==> src/rtl/match_referee_pkg.sv <==
// ---------------------------------------------------------------------------
// match_referee_pkg
// Shared types and constants for the tug-of-war match referee.
//   ref_state_t : referee FSM states
//   PW_*        : winner codes driven to the hex display decoder
//   SCORE_W     : width of the per-player score registers
//   win_code()  : maps "player 1 won" to the matching display code
// ---------------------------------------------------------------------------
package match_referee_pkg;

   typedef enum logic [1:0] {
      PLAY    = 2'b00,
      SHOW    = 2'b01,
      RESTART = 2'b10,
      OVER    = 2'b11
   } ref_state_t;

   localparam logic [1:0] PW_NONE = 2'b00;
   localparam logic [1:0] PW_P1   = 2'b01;
   localparam logic [1:0] PW_P2   = 2'b10;

   localparam int SCORE_W = 4;

   function automatic logic [1:0] win_code(input logic p1_took);
      logic [1:0] code;
      if (p1_took) begin
         code = PW_P1;
      end else begin
         code = PW_P2;
      end
      return code;
   endfunction

endpackage

==> src/rtl/match_referee_term_counter.sv <==
// ---------------------------------------------------------------------------
// term_counter
// Terminal counter: counts enabled cycles from 0 up to N-1, then wraps to 0.
// Ports:
//   clk   in  system clock
//   reset in  synchronous active-low reset (count -> 0)
//   clr   in  synchronous clear (count -> 0), higher priority than en
//   en    in  count enable
//   done  out high while count == N-1
// ---------------------------------------------------------------------------
module term_counter #(
   parameter int N = 4
) (
   input  logic clk,
   input  logic reset,
   input  logic clr,
   input  logic en,
   output logic done
);

   localparam int            W    = $clog2(N) + 1;
   localparam logic [W-1:0]  LAST = W'(N - 1);

   logic [W-1:0] count;

   // Count register with clear and wrap at the terminal value
   always_ff @(posedge clk) begin
      if (!reset) begin
         count <= '0;
      end else if (clr) begin
         count <= '0;
      end else if (en) begin
         if (count == LAST) begin
            count <= '0;
         end else begin
            count <= count + W'(1);
         end
      end else begin
         count <= count;
      end
   end

   assign done = (count == LAST);

endmodule

==> src/rtl/match_referee.sv <==
// ---------------------------------------------------------------------------
// match_referee
// Sequential referee for the two-player tug-of-war game. Latches the round
// winner, shows it for HOLD_CYCLES cycles, pulses round_restart, keeps the
// scores and ends the match when a player reaches WIN_SCORE.
//
// Optional feature macro: MATCH_REFEREE_FLASH_EN
//   defined   -> in OVER, playerWin flashes winner/none every FLASH_HALF cycles
//   undefined -> playerWin is steady in OVER (FLASH_HALF unused)
//
// Ports:
//   clk           in   system clock (rising edge)
//   reset         in   synchronous active-low reset
//   p1_win        in   one-cycle pulse, player 1 took the round
//   p2_win        in   one-cycle pulse, player 2 took the round
//   playerWin     out  winner code: 00 none, 01 P1, 10 P2
//   round_restart out  one-cycle pulse re-centring the playfield
//   p1_score      out  player 1 rounds won
//   p2_score      out  player 2 rounds won
//   match_over    out  high while the match is finished
// All outputs are registered.
// ---------------------------------------------------------------------------
module match_referee import match_referee_pkg::*; #(
   parameter int HOLD_CYCLES = 16,
   parameter int WIN_SCORE   = 3,
   parameter int FLASH_HALF  = 8
) (
   input  logic               clk,
   input  logic               reset,
   input  logic               p1_win,
   input  logic               p2_win,
   output logic [1:0]         playerWin,
   output logic               round_restart,
   output logic [SCORE_W-1:0] p1_score,
   output logic [SCORE_W-1:0] p2_score,
   output logic               match_over
);

   // Reject unusable configurations at elaboration time
   if ((HOLD_CYCLES < 1) || (WIN_SCORE < 1) || (WIN_SCORE > 15) || (FLASH_HALF < 1)) begin : g_bad_cfg
      $error("match_referee: parameter out of range");
   end

   localparam logic [SCORE_W-1:0] WIN_TARGET = SCORE_W'(WIN_SCORE);

   ref_state_t         state;
   ref_state_t         state_next;
   logic [1:0]         winner;
   logic [1:0]         winner_next;
   logic [1:0]         pw_next;
   logic               restart_next;
   logic               over_next;
   logic [SCORE_W-1:0] s1_next;
   logic [SCORE_W-1:0] s2_next;
   logic [SCORE_W-1:0] win_score;
   logic               hold_clr;
   logic               hold_en;
   logic               hold_done;

   term_counter #(.N(HOLD_CYCLES)) u_hold (
      .clk   (clk),
      .reset (reset),
      .clr   (hold_clr),
      .en    (hold_en),
      .done  (hold_done)
   );

`ifdef MATCH_REFEREE_FLASH_EN
   logic flash_phase;
   logic flash_phase_next;
   logic flash_done;

   // Flash counter runs only in OVER and restarts on every OVER entry
   term_counter #(.N(FLASH_HALF)) u_flash (
      .clk   (clk),
      .reset (reset),
      .clr   (state != OVER),
      .en    (state == OVER),
      .done  (flash_done)
   );

   // Flash phase register: 0 shows the winner, 1 blanks the display
   always_ff @(posedge clk) begin
      if (!reset) begin
         flash_phase <= 1'b0;
      end else begin
         flash_phase <= flash_phase_next;
      end
   end
`endif

   // Next-state and next-output logic
   always_comb begin
      state_next   = state;
      winner_next  = winner;
      pw_next      = playerWin;
      restart_next = 1'b0;
      over_next    = 1'b0;
      s1_next      = p1_score;
      s2_next      = p2_score;
      hold_clr     = 1'b0;
      hold_en      = 1'b0;
`ifdef MATCH_REFEREE_FLASH_EN
      flash_phase_next = flash_phase;
`endif

      if (winner == PW_P1) begin
         win_score = p1_score;
      end else begin
         win_score = p2_score;
      end

      case (state)
         PLAY: begin
            hold_clr = 1'b1;
            pw_next  = PW_NONE;
            // A simultaneous double pulse is ambiguous and is dropped
            if (p1_win && !p2_win) begin
               state_next  = SHOW;
               winner_next = win_code(1'b1);
               pw_next     = win_code(1'b1);
               s1_next     = p1_score + SCORE_W'(1);
            end else if (p2_win && !p1_win) begin
               state_next  = SHOW;
               winner_next = win_code(1'b0);
               pw_next     = win_code(1'b0);
               s2_next     = p2_score + SCORE_W'(1);
            end else begin
               state_next = PLAY;
            end
         end
         SHOW: begin
            hold_en = 1'b1;
            pw_next = winner;
            if (hold_done) begin
               if (win_score == WIN_TARGET) begin
                  state_next = OVER;
                  over_next  = 1'b1;
`ifdef MATCH_REFEREE_FLASH_EN
                  flash_phase_next = 1'b0;
`endif
               end else begin
                  state_next   = RESTART;
                  restart_next = 1'b1;
                  pw_next      = PW_NONE;
               end
            end else begin
               state_next = SHOW;
            end
         end
         RESTART: begin
            state_next = PLAY;
            pw_next    = PW_NONE;
         end
         OVER: begin
            state_next = OVER;
            over_next  = 1'b1;
`ifdef MATCH_REFEREE_FLASH_EN
            // Phase flips at the end of every FLASH_HALF-cycle window
            flash_phase_next = flash_phase ^ flash_done;
            if (flash_phase_next) begin
               pw_next = PW_NONE;
            end else begin
               pw_next = winner;
            end
`else
            pw_next = winner;
`endif
         end
         default: begin
            state_next = PLAY;
            pw_next    = PW_NONE;
         end
      endcase
   end

   // State and registered output update
   always_ff @(posedge clk) begin
      if (!reset) begin
         state         <= PLAY;
         winner        <= PW_NONE;
         playerWin     <= PW_NONE;
         round_restart <= 1'b0;
         p1_score      <= '0;
         p2_score      <= '0;
         match_over    <= 1'b0;
      end else begin
         state         <= state_next;
         winner        <= winner_next;
         playerWin     <= pw_next;
         round_restart <= restart_next;
         p1_score      <= s1_next;
         p2_score      <= s2_next;
         match_over    <= over_next;
      end
   end

endmodule

==> config.mk <==
export PLATFORM = sky130hd
export DESIGN_NAME = match_referee
export DESIGN_NICKNAME = d
export VERILOG_FILES = /design/src/rtl/match_referee_pkg.sv /design/src/rtl/match_referee_term_counter.sv /design/src/rtl/match_referee.sv
export SDC_FILE = /design/constraint.sdc
export NUM_CORES = 1
export LEC_CHECK = 0
export BUFFER_PORTS_ARGS = -buffer_cell sky130_fd_sc_hd__buf_4
export CAP_MARGIN = 20
export CORE_MARGIN = 8
export CORE_UTILIZATION = 45
export DETAILED_ROUTE_END_ITERATION = 8
export PLACE_DENSITY = 0.68
export SYNTH_ARGS = -nofsm -noshare
export SYNTH_HDL_FRONTEND = slang
export SYNTH_SLANG_ARGS = --single-unit
==> constraint.sdc <==
create_clock -name clk -period 1.7 [get_ports clk]
set_clock_uncertainty 0.1 [all_clocks]
set_input_delay 0.17 -clock clk [delete_from_list [all_inputs] [get_ports clk]]
set_output_delay 0.17 -clock clk [all_outputs]
set_load 0.02 [all_outputs]
=== Word-level counts from Yosys, hierarchy flattened ===
Cells that the tools add are included.
Widths: inputs -> output; s select.

* Register bits: 21
* Output and inout port bits: 12
* Word-level logic and storage cells: 50

* Add/sub/neg operators: 3
* Eq/ne operators: 6
* Muxes and demuxes: 20
* Bitwise logic cells: 2
* Reductions and logical operators: 11

{| class="wikitable"
|+ Operator list
! kind !! count
|-
| $pmux 2 s4 || 2
|-
| $mux 2 || 7
|-
| $add 4x1->4 const B || 2
|-
| $mux 1 || 8
|-
| $reduce_and 3->1 || 2
|-
| $add 5x1->5 const B || 1
|-
| $eq 5x4->1 const B || 1
|-
| $mux 5 || 1
|-
| $eq 2x1->1 const B || 2
|-
| $eq 2x2->1 const B || 2
|-
| $eq 4x2->1 const B || 1
|-
| $mux 4 || 1
|-
| $reduce_and 2->1 || 2
|-
| $logic_and 1x1->1 || 2
|-
| $logic_not 1->1 || 2
|-
| $logic_not 2->1 || 1
|-
| $not 1->1 || 2
|-
| $pmux 1 s2 || 1
|-
| $reduce_bool 2->1 || 1
|-
| $reduce_or 2->1 || 1
|}

=== Depth between registers and ports, before layout ===
Gate-level depths: netlist (run 1).

* Depth after elaboration: 6
* Depth in mapped cells: 6
* Depth with buffers taken out: 6

=== Cells and area by module ===
Synthesis (run 1) repeated with hierarchy kept, for this count alone.

* Cells, all modules: 99
* Area, all modules: 989.7 um^2

{| class="wikitable"
|+ By module, submodules not included
! module !! times used !! cells each !! area each (um^2)
|-
| match_referee || 1 || 75 || 762.0
|-
| term_counter || 1 || 24 || 227.7
|}

=== Worst setup path before layout (run 1) ===
OpenSTA, ideal clock, no wires.

* Kind: register to register
* Start: register p2_score[3]
* End: register state[0]
* Library setup time: 0.119 ns
* Data arrival time: 1.639 ns
* Slack: -0.158 ns
* Stages on the path, launching flop included: 5
* Path through: dfxtp_1 > and4bb_1 > mux2_2 > or4_4 > o221a_1

* Longest elaborated chain between the ends: 5

{| class="wikitable"
|+ RTL lines
! item !! line !! text
|-
| start: declaration || match_referee.sv:35 || <nowiki>output logic [SCORE_W-1:0] p2_score,</nowiki>
|-
| start signal: assignment || match_referee.sv:193 || <nowiki>p2_score <= s2_next;</nowiki>
|-
| $mux 4 || match_referee.sv:107 || <nowiki>if (winner == PW_P1) begin</nowiki>
|-
| $eq 4x2->1 || match_referee.sv:136 || <nowiki>if (win_score == WIN_TARGET) begin</nowiki>
|-
| $mux 1 || match_referee.sv:136 ||
|-
| $mux 2 || match_referee.sv:135 || <nowiki>if (hold_done) begin</nowiki>
|-
| $pmux 2 s4 || match_referee.sv:113 || <nowiki>case (state)</nowiki>
|-
| end signal: assignment || match_referee.sv:188 || <nowiki>state <= state_next;</nowiki>
|-
| end: declaration || match_referee.sv:46 || <nowiki>ref_state_t state;</nowiki>
|}

No other way between the ends.
A chain may end at the register's enable or synchronous reset.

=== Final worst setup path (run 1) ===
Ends and elaborated chain as after synthesis.

==> results of run 1 <==
[power by group through the flow]
| stage | clock, mW | sequential, mW | combinational [mW] |
|---|---|---|---|
| 2_1_floorplan | 0 | 0.536 | 0.0610 |
| 3_3_place_gp | 0 | 0.529 | 0.113 |
| 3_5_place_dp | 0 | 0.529 | 0.115 |
| 4_1_cts | 0.256 | 0.518 | 0.116 |
| 5_1_grt | 0.276 | 0.523 | 0.128 |
| 6_report | 0.245 | 0.520 | 0.115 |
[metal layers]
| layer | wire [µm] | global-route usage, % |
|---|---|---|
| met1 | 873 | 11.5 |
| met5 | 0 | 0 |
| met4 | 41 | 6.55 |
| met3 | 53 | 2.51 |
| met2 | 960 | 18.4 |
[how the worst max path moves through the flow]
| stage | end | slack [ps] | depth (start not counted) |
|---|---|---|---|
| after floorplan | state[0] | -50 | 4 |
| after global placement | state[0] | -40 | 4 |
| after detailed placement | playerWin[0] | -50 | 4 |
| after CTS | state[0] | -0.4 | 4 |
| after global routing | state[0] | -40 | 4 |
| final | state[0] | 5 | 4 |
[cell usage in the layout, fill, tap and decap left out, drive strengths merged, types with 3 or more instances in the layout]
| cell | count |
|---|---|
| a21boi | 3 |
| and2 | 7 |
| buf | 30 |
| clkbuf | 3 |
| dfxtp | 21 |
| ha | 5 |
| inv | 3 |
| mux2i | 4 |
| nand2 | 8 |
| nor2 | 8 |
| nor2b | 6 |
| o21ai | 3 |
| xnor2 | 4 |
[critical path, delay by kind of cell, from the launching register on]
family | cells | cell delay (ps)
multiplexers | 1 | 280
flip-flops | 1 | 360
AO/OA/AOI/OAI | 1 | 220
AND/OR/NAND/NOR | 2 | 650
[state kept, by name (all words and copies together), names as in the netlist]
| name | flops |
|---|---|
| u_hold.count | 5 |
| p1_score | 4 |
| p2_score | 4 |
| playerWin | 2 |
| state | 2 |
| winner | 2 |
| match_over | 1 |
| round_restart | 1 |
[cell type report]
| class | instances | area (µm²) |
|---|---|---|
| fillers | 199 | 826 |
| multi-input cells | 73 | 562 |
| flip-flops and latches | 21 | 440 |
| repair buffers | 30 | 225 |
| well taps | 28 | 35.0 |
| clock buffers | 3 | 22.5 |
| inverters | 3 | 11.3 |
| clock inverters | 1 | 5.00 |
[cells by family (layout without fill, tap and decap cells)]
| family | Yosys count | in the layout |
|---|---|---|
| compound gates | 12 | 12 |
| buf+inv | 8 | 37 |
| xor+xnor | 6 | 6 |
| fa+ha+maj | 5 | 5 |
| mux | 5 | 5 |
| flops | 21 | 21 |
| simple gates | 45 | 45 |
[repair_timing]
| action | CTS | global route |
|---|---|---|
| pin swaps | 2 | 1 |
| gates resized for setup | 2 | 6 |
| setup endpoints to repair | 3 | 4 |
| hold buffers | 0 | 0 |
| cloned | 0 | 0 |
| hold endpoints to repair | 0 | 0 |
==> metrics, run 1 <==
outcome completed; max cap viols 0; library cells used by synthesis 33; GP Congestion 0.798; Worst path max stage delay 430 ps; Slew HR 69.2%; H-tree depth 1; global-route wire length before repair 3510 µm; area post-placement 1240 µm²; setup bufs post-CTS 0; CP endpoint kind register; top-count cell post-synth dfxtp_1; # rows 17; Reg2Reg Setup Slack 5 ps; share of power burned in registers 59.1%; Mapped Cells 102; top_reg_cell synth dfxtp_1; Worst-Skew Late Latency 300 ps; crit-path cells and4bb_1 -> mux2_4 -> or4_4 -> o221a_1; total gr overflow 0; share of the synthesized area in the top cell type 42.8%; static leakage power 0.565 nW; CTS tree yes; f_max 590 MHz; CP arrival 1810 ps; Die Wd 62.7 µm; dpl ws -50.0 ps; Ys Warns 0; CTS Buf Count 3; Vias 824; critical path launch point p2_score[3]; final period utilization 99.7%; Tightest Pin Transition 458 ps; Post-route DRC 0; Synth Cell Area 982 µm²; CTS Buffer Depth 2; largest net degree at the start of global routing 21; count of flip-flops with a built-in enable after synthesis 0; FFs w/ async S/R, synth 0%; Compound-Gate Fraction of Synth Area 8.54%; Final Cell Area 1300 µm²; placed cell count 155; worst hold start reset; clock-pin slew of the registers on the worst-case setup and hold paths 120 ps; largest cells by area after synthesis dfxtp_1 (43%), ha_1 (6.4%), and2_1 (4.5%); Post-DP HPWL 1460 µm; Layout Nets 141; IO Port Bufs 15; R2R cell count 4; Hold Slack 81.0 ps; crit path kind reg2reg; fin cells 159; initial antenna violation count 0; CTS root buf clkbuf_4; Inserted Diodes 0; multiplexer area fraction after synthesis 5.22%; Comb power frac 13.0%; drt total wl 1930 µm; Core ar. 2130 µm²; TNS Setup 0 ps; sequential area share after synthesis 42.8%; Final Total Pwr 880 µW; launching point of the worst reg2reg path p2_score[3]; worst path required time 1810 ps; final setup margin 5.02 ps; final setup fails 0; Syn Area/Cell 9.63 µm²; Top Ports 16; GRT Total Usage 10.7%; max-slew violations 0; initial drt markers 5; CTS Sinks 21; adder-cell area share of the yosys netlist 6.37%; die area 3930 µm²; Hold Violations, Final 0; power density cells 676 nW/µm²; FF+latch count, synth 21; WL/cell 12.1 µm; fin crit period 1690 ps; RSZ-0062 raised after global routing true; Final ANT Viol Nets 0; combinational family with the most area after synthesis simple AND/OR/NAND/NOR gates; Clk pwr share 27.9%; worst hold path class in2reg; Post-Syn Nets 111; crit path launch type register; VDD IR max 443 µV; 1st-pass router iterations 4; Initial Util 46.2%; Critical R2R Capture state[0]; xor and xnor area share after synthesis 5.35%; critical path's slowest cell or4_4; Int Pwr 653 µW; hold path depth 3; vias per cell 5.18; cell accounting for the most synthesized area dfxtp_1; worst-path fanout max 3; final core occ 61.2%; switching power 227 µW; top cells by count, synth dfxtp_1 (21), nand2_1 (8), nor2_1 (8), and2_1 (7), nor2b_1 (6); Sw Share 25.8%; die height 62.7 µm; area grow syn2layout 32.5%; share of cells above drive strength 1 39.7%; WHS Endpoint u_hold.count[4]; post-synthesis simple-gate area fraction 28.5%; vias in the first global route 839
(Power assumes the default switching activity.)
==> run 2, diff against run 1 <==
--- a/config.mk
+++ b/config.mk
@@ -5,12 +5,13 @@
 export SDC_FILE = /design/constraint.sdc
 export NUM_CORES = 1
 export LEC_CHECK = 0
+export ABC_AREA = 1
 export BUFFER_PORTS_ARGS = -buffer_cell sky130_fd_sc_hd__buf_4
 export CAP_MARGIN = 20
 export CORE_MARGIN = 8
 export CORE_UTILIZATION = 45
 export DETAILED_ROUTE_END_ITERATION = 8
-export PLACE_DENSITY = 0.68
+export PLACE_DENSITY_LB_ADDON = 0.1
 export SYNTH_ARGS = -nofsm -noshare
 export SYNTH_HDL_FRONTEND = slang
 export SYNTH_SLANG_ARGS = --single-unit
==> run 2 against run 1 <==
  * Wire length shrank 7.3%
  * Register-to-register slack gained 310 ps
  * Via count shrank 2.4%
  * Sequential power grew 2%
  * Non-clock buffer count shrank 15
  * Die area shrank 2.1%
  * Power grew 0.26%
  * Largest power group unchanged
  * Highest routed layer unchanged
==> metrics, run 2 <==
Hold Violations, Final 0 (unchanged); GP Congestion 0.789 (was 0.798); Resized cells post-CTS 0 (was 2); xor and xnor area share after synthesis 3.67% (was 5.35%); max reg flops 5 (unchanged); drt total wl 1790 µm (was 1930 µm); Core ar. 1980 µm² (was 2130 µm²); hold-fix buffer count after cts 0 (unchanged); critical path's slowest cell dfxtp_1 (was or4_4); Layout Nets 150 (was 141); crit path launch type register (unchanged); top-count cell post-synth dfxtp_1 (unchanged); setup bufs post-CTS 0 (unchanged); worst path required time 1790 ps (was 1810 ps); initial drt markers 14 (was 5); CP arrival 1480 ps (was 1810 ps); initial antenna violation count 0 (unchanged); Tightest Pin Transition 359 ps (was 458 ps); biggest regs u_hold.count x5, p1_score x4, p2_score x4 (unchanged); commonest non-fill, non-tap cell in the layout dfxtp_1 (was buf_4); die area 3850 µm² (was 3930 µm²); crit-path cells ha_1 -> nand2_1 -> nor3_1 -> nand3_1 -> nand3_1 -> a21oi_1 (was and4bb_1 -> mux2_4 -> or4_4 -> o221a_1); max-slew violations 0 (unchanged); combinational family with the most area after synthesis simple AND/OR/NAND/NOR gates (unchanged); power density cells 792 nW/µm² (was 676 nW/µm²); post-synthesis simple-gate area fraction 24.0% (was 28.5%); sequential area share after synthesis 44.0% (was 42.8%); outcome completed (unchanged); # rows 16 (was 17); largest cells by area after synthesis dfxtp_1 (44%), inv_1 (7.5%), ha_1 (6.6%) (was dfxtp_1 (43%), ha_1 (6.4%), and2_1 (4.5%)); WL/cell 10.7 µm (was 12.1 µm); final setup fails 0 (unchanged); library cells used by synthesis 20 (was 33); FFs w/ async S/R, synth 0% (unchanged); top cells by count, synth dfxtp_1 (21), inv_1 (19), nand2_1 (16), nor2_1 (16) (was dfxtp_1 (21), nand2_1 (8), nor2_1 (8), and2_1 (7), nor2b_1 (6)); total gr overflow 0 (unchanged); vias in the first global route 773 (was 839); CTS Sinks 21 (unchanged); most frequent cells in the layout dfxtp_1 (21), inv_1 (19), nand2_1 (16), nor2_1 (16), buf_4 (15) (was buf_4 (30), dfxtp_1 (11), nor2_1 (8), nand2_1 (8)); fin crit period 1390 ps (was 1690 ps); vias per cell 4.81 (was 5.18); die height 62.1 µm (was 62.7 µm); area grow syn2layout 16.6% (was 32.5%); H-tree depth 1 (unchanged); final period utilization 81.7% (was 99.7%); CTS tree yes (unchanged); Final ANT Viol Nets 0 (unchanged); max cap viols 0 (unchanged); worst-path fanout max 4 (was 3); IO Port Bufs 15 (unchanged); count of flip-flops with a built-in enable after synthesis 0 (unchanged); Initial Util 48.2% (was 46.2%); global-route wire length before repair 3140 µm (was 3510 µm); 1st-pass router iterations 4 (unchanged); CP endpoint kind register (unchanged); Syn Area/Cell 7.76 µm² (was 9.63 µm²); Die Wd 62.1 µm (was 62.7 µm); Worst-Skew Late Latency 310 ps (was 300 ps); clock-pin slew of the registers on the worst-case setup and hold paths 120 ps (about the same); share of the synthesized area in the top cell type 44.0% (was 42.8%); VDD IR max 569 µV (was 443 µV); share of cells above drive strength 1 17.9% (was 39.7%); CP most frequent cell nand3_1; crit path kind reg2reg (unchanged); RSZ-0062 raised after global routing false (was true); TNS Setup 0 ps (unchanged); cell accounting for the most synthesized area dfxtp_1 (unchanged); CTS root buf clkbuf_4 (unchanged); Post-DP HPWL 1420 µm (was 1460 µm); Worst path max stage delay 400 ps (was 430 ps); Inserted Diodes 0 (unchanged); multiplexer area fraction after synthesis 0% (was 5.22%); top_reg_cell synth dfxtp_1 (unchanged); Ys Warns 0 (unchanged); Vias 804 (was 824); adder-cell area share of the yosys netlist 6.55% (was 6.37%); Synth Cell Area 955 µm² (was 982 µm²); Top Ports 16 (unchanged); largest net degree at the start of global routing 13 (was 21); Reg with most FFs u_hold.count (unchanged); Post-route DRC 0 (unchanged); Slew HR 76.0% (was 69.2%); worst hold path class in2reg (unchanged); CTS Buf Count 3 (unchanged); Post-Syn Nets 132 (was 111); f_max 720 MHz (was 590 MHz); CTS Buffer Depth 2 (unchanged); Compound-Gate Fraction of Synth Area 11.9% (was 8.54%); final core occ 56.2% (was 61.2%); GRT Total Usage 10.7% (about the same); static leakage power 0.481 nW (was 0.565 nW); Mapped Cells 123 (was 102); FF+latch count, synth 21 (unchanged)
run 2: cell count changes after synthesis, moves of 4 or more:
cell     delta
nor2b_1     -6
and2_1      -7
nor2_1      +8
nand3_1     +7
mux2i_1     -4
inv_1      +16
nand2_1     +8
a21oi_1     +7
run 2: per-stage QoR:
step	setup WS (ps)	instances	hold slack, ps	total power [mW]	instance area (µm²)
final	311	167	20.0	0.882	1110
after global routing	183	167	25.2	0.930	1110
after CTS	312	167	21.9	0.890	1110
after detailed placement	337	163	340	0.652	1090
after global placement	356	163	332	0.650	1090
after floorplan	476	123	188	0.618	955
run 2: cell families after synthesis:
family	count (synthesis)
buffers and inverters	23
AND/OR/NAND/NOR	50
adder cells (fa/ha/maj)	5
XOR/XNOR	4
AO/OA/AOI/OAI	20
flip-flops	21
run 2: area by class of cell:
type | count | area (µm²)
well taps | 27 | 33.8
inverters | 21 | 78.8
multi-input cells | 79 | 440
fillers | 214 | 868
clock buffers | 3 | 22.5
clock inverters | 1 | 5.00
repair buffers | 15 | 113
flip-flops and latches | 21 | 420
run 2: path summary, 6_finish.rpt:
check,start,endpoint,slack (ps),cells after the start
setup / recovery,u_hold.count[0],playerWin[1],310,6
hold / removal,reset,winner[0],20,2
setup reg to reg,u_hold.count[0],playerWin[1],310,6
hold reg to reg,u_hold.count[4],u_hold.count[4],350,2
run 2: report_power, final:
group          switching (mW)  leakage (nW)  internal, mW  total [mW]
sequential             0.0197         0.171         0.510       0.530
clock                   0.154        0.0177        0.0879       0.242
combinational          0.0670         0.293        0.0431       0.110
run 2: worst max-delay path, delay by kind of cell (launching register included):
kind	cells	cell delay, ps
AND/OR/NAND/NOR	4	510
flip-flops	1	400
adder cells (fa/ha/maj)	1	220
AO/OA/AOI/OAI	1	60
run 2: routing by layer:
| layer | routed length [µm] | vias up | global-route usage (%) |
|---|---|---|---|
| li1 | - | 429 | - |
| met1 | 826 | 360 | 12.9 |
| met5 | 0 | - | 0 |
| met4 | 16 | 0 | 2.92 |
| met3 | 79 | 2 | 3.50 |
| met2 | 865 | 13 | 17.8 |
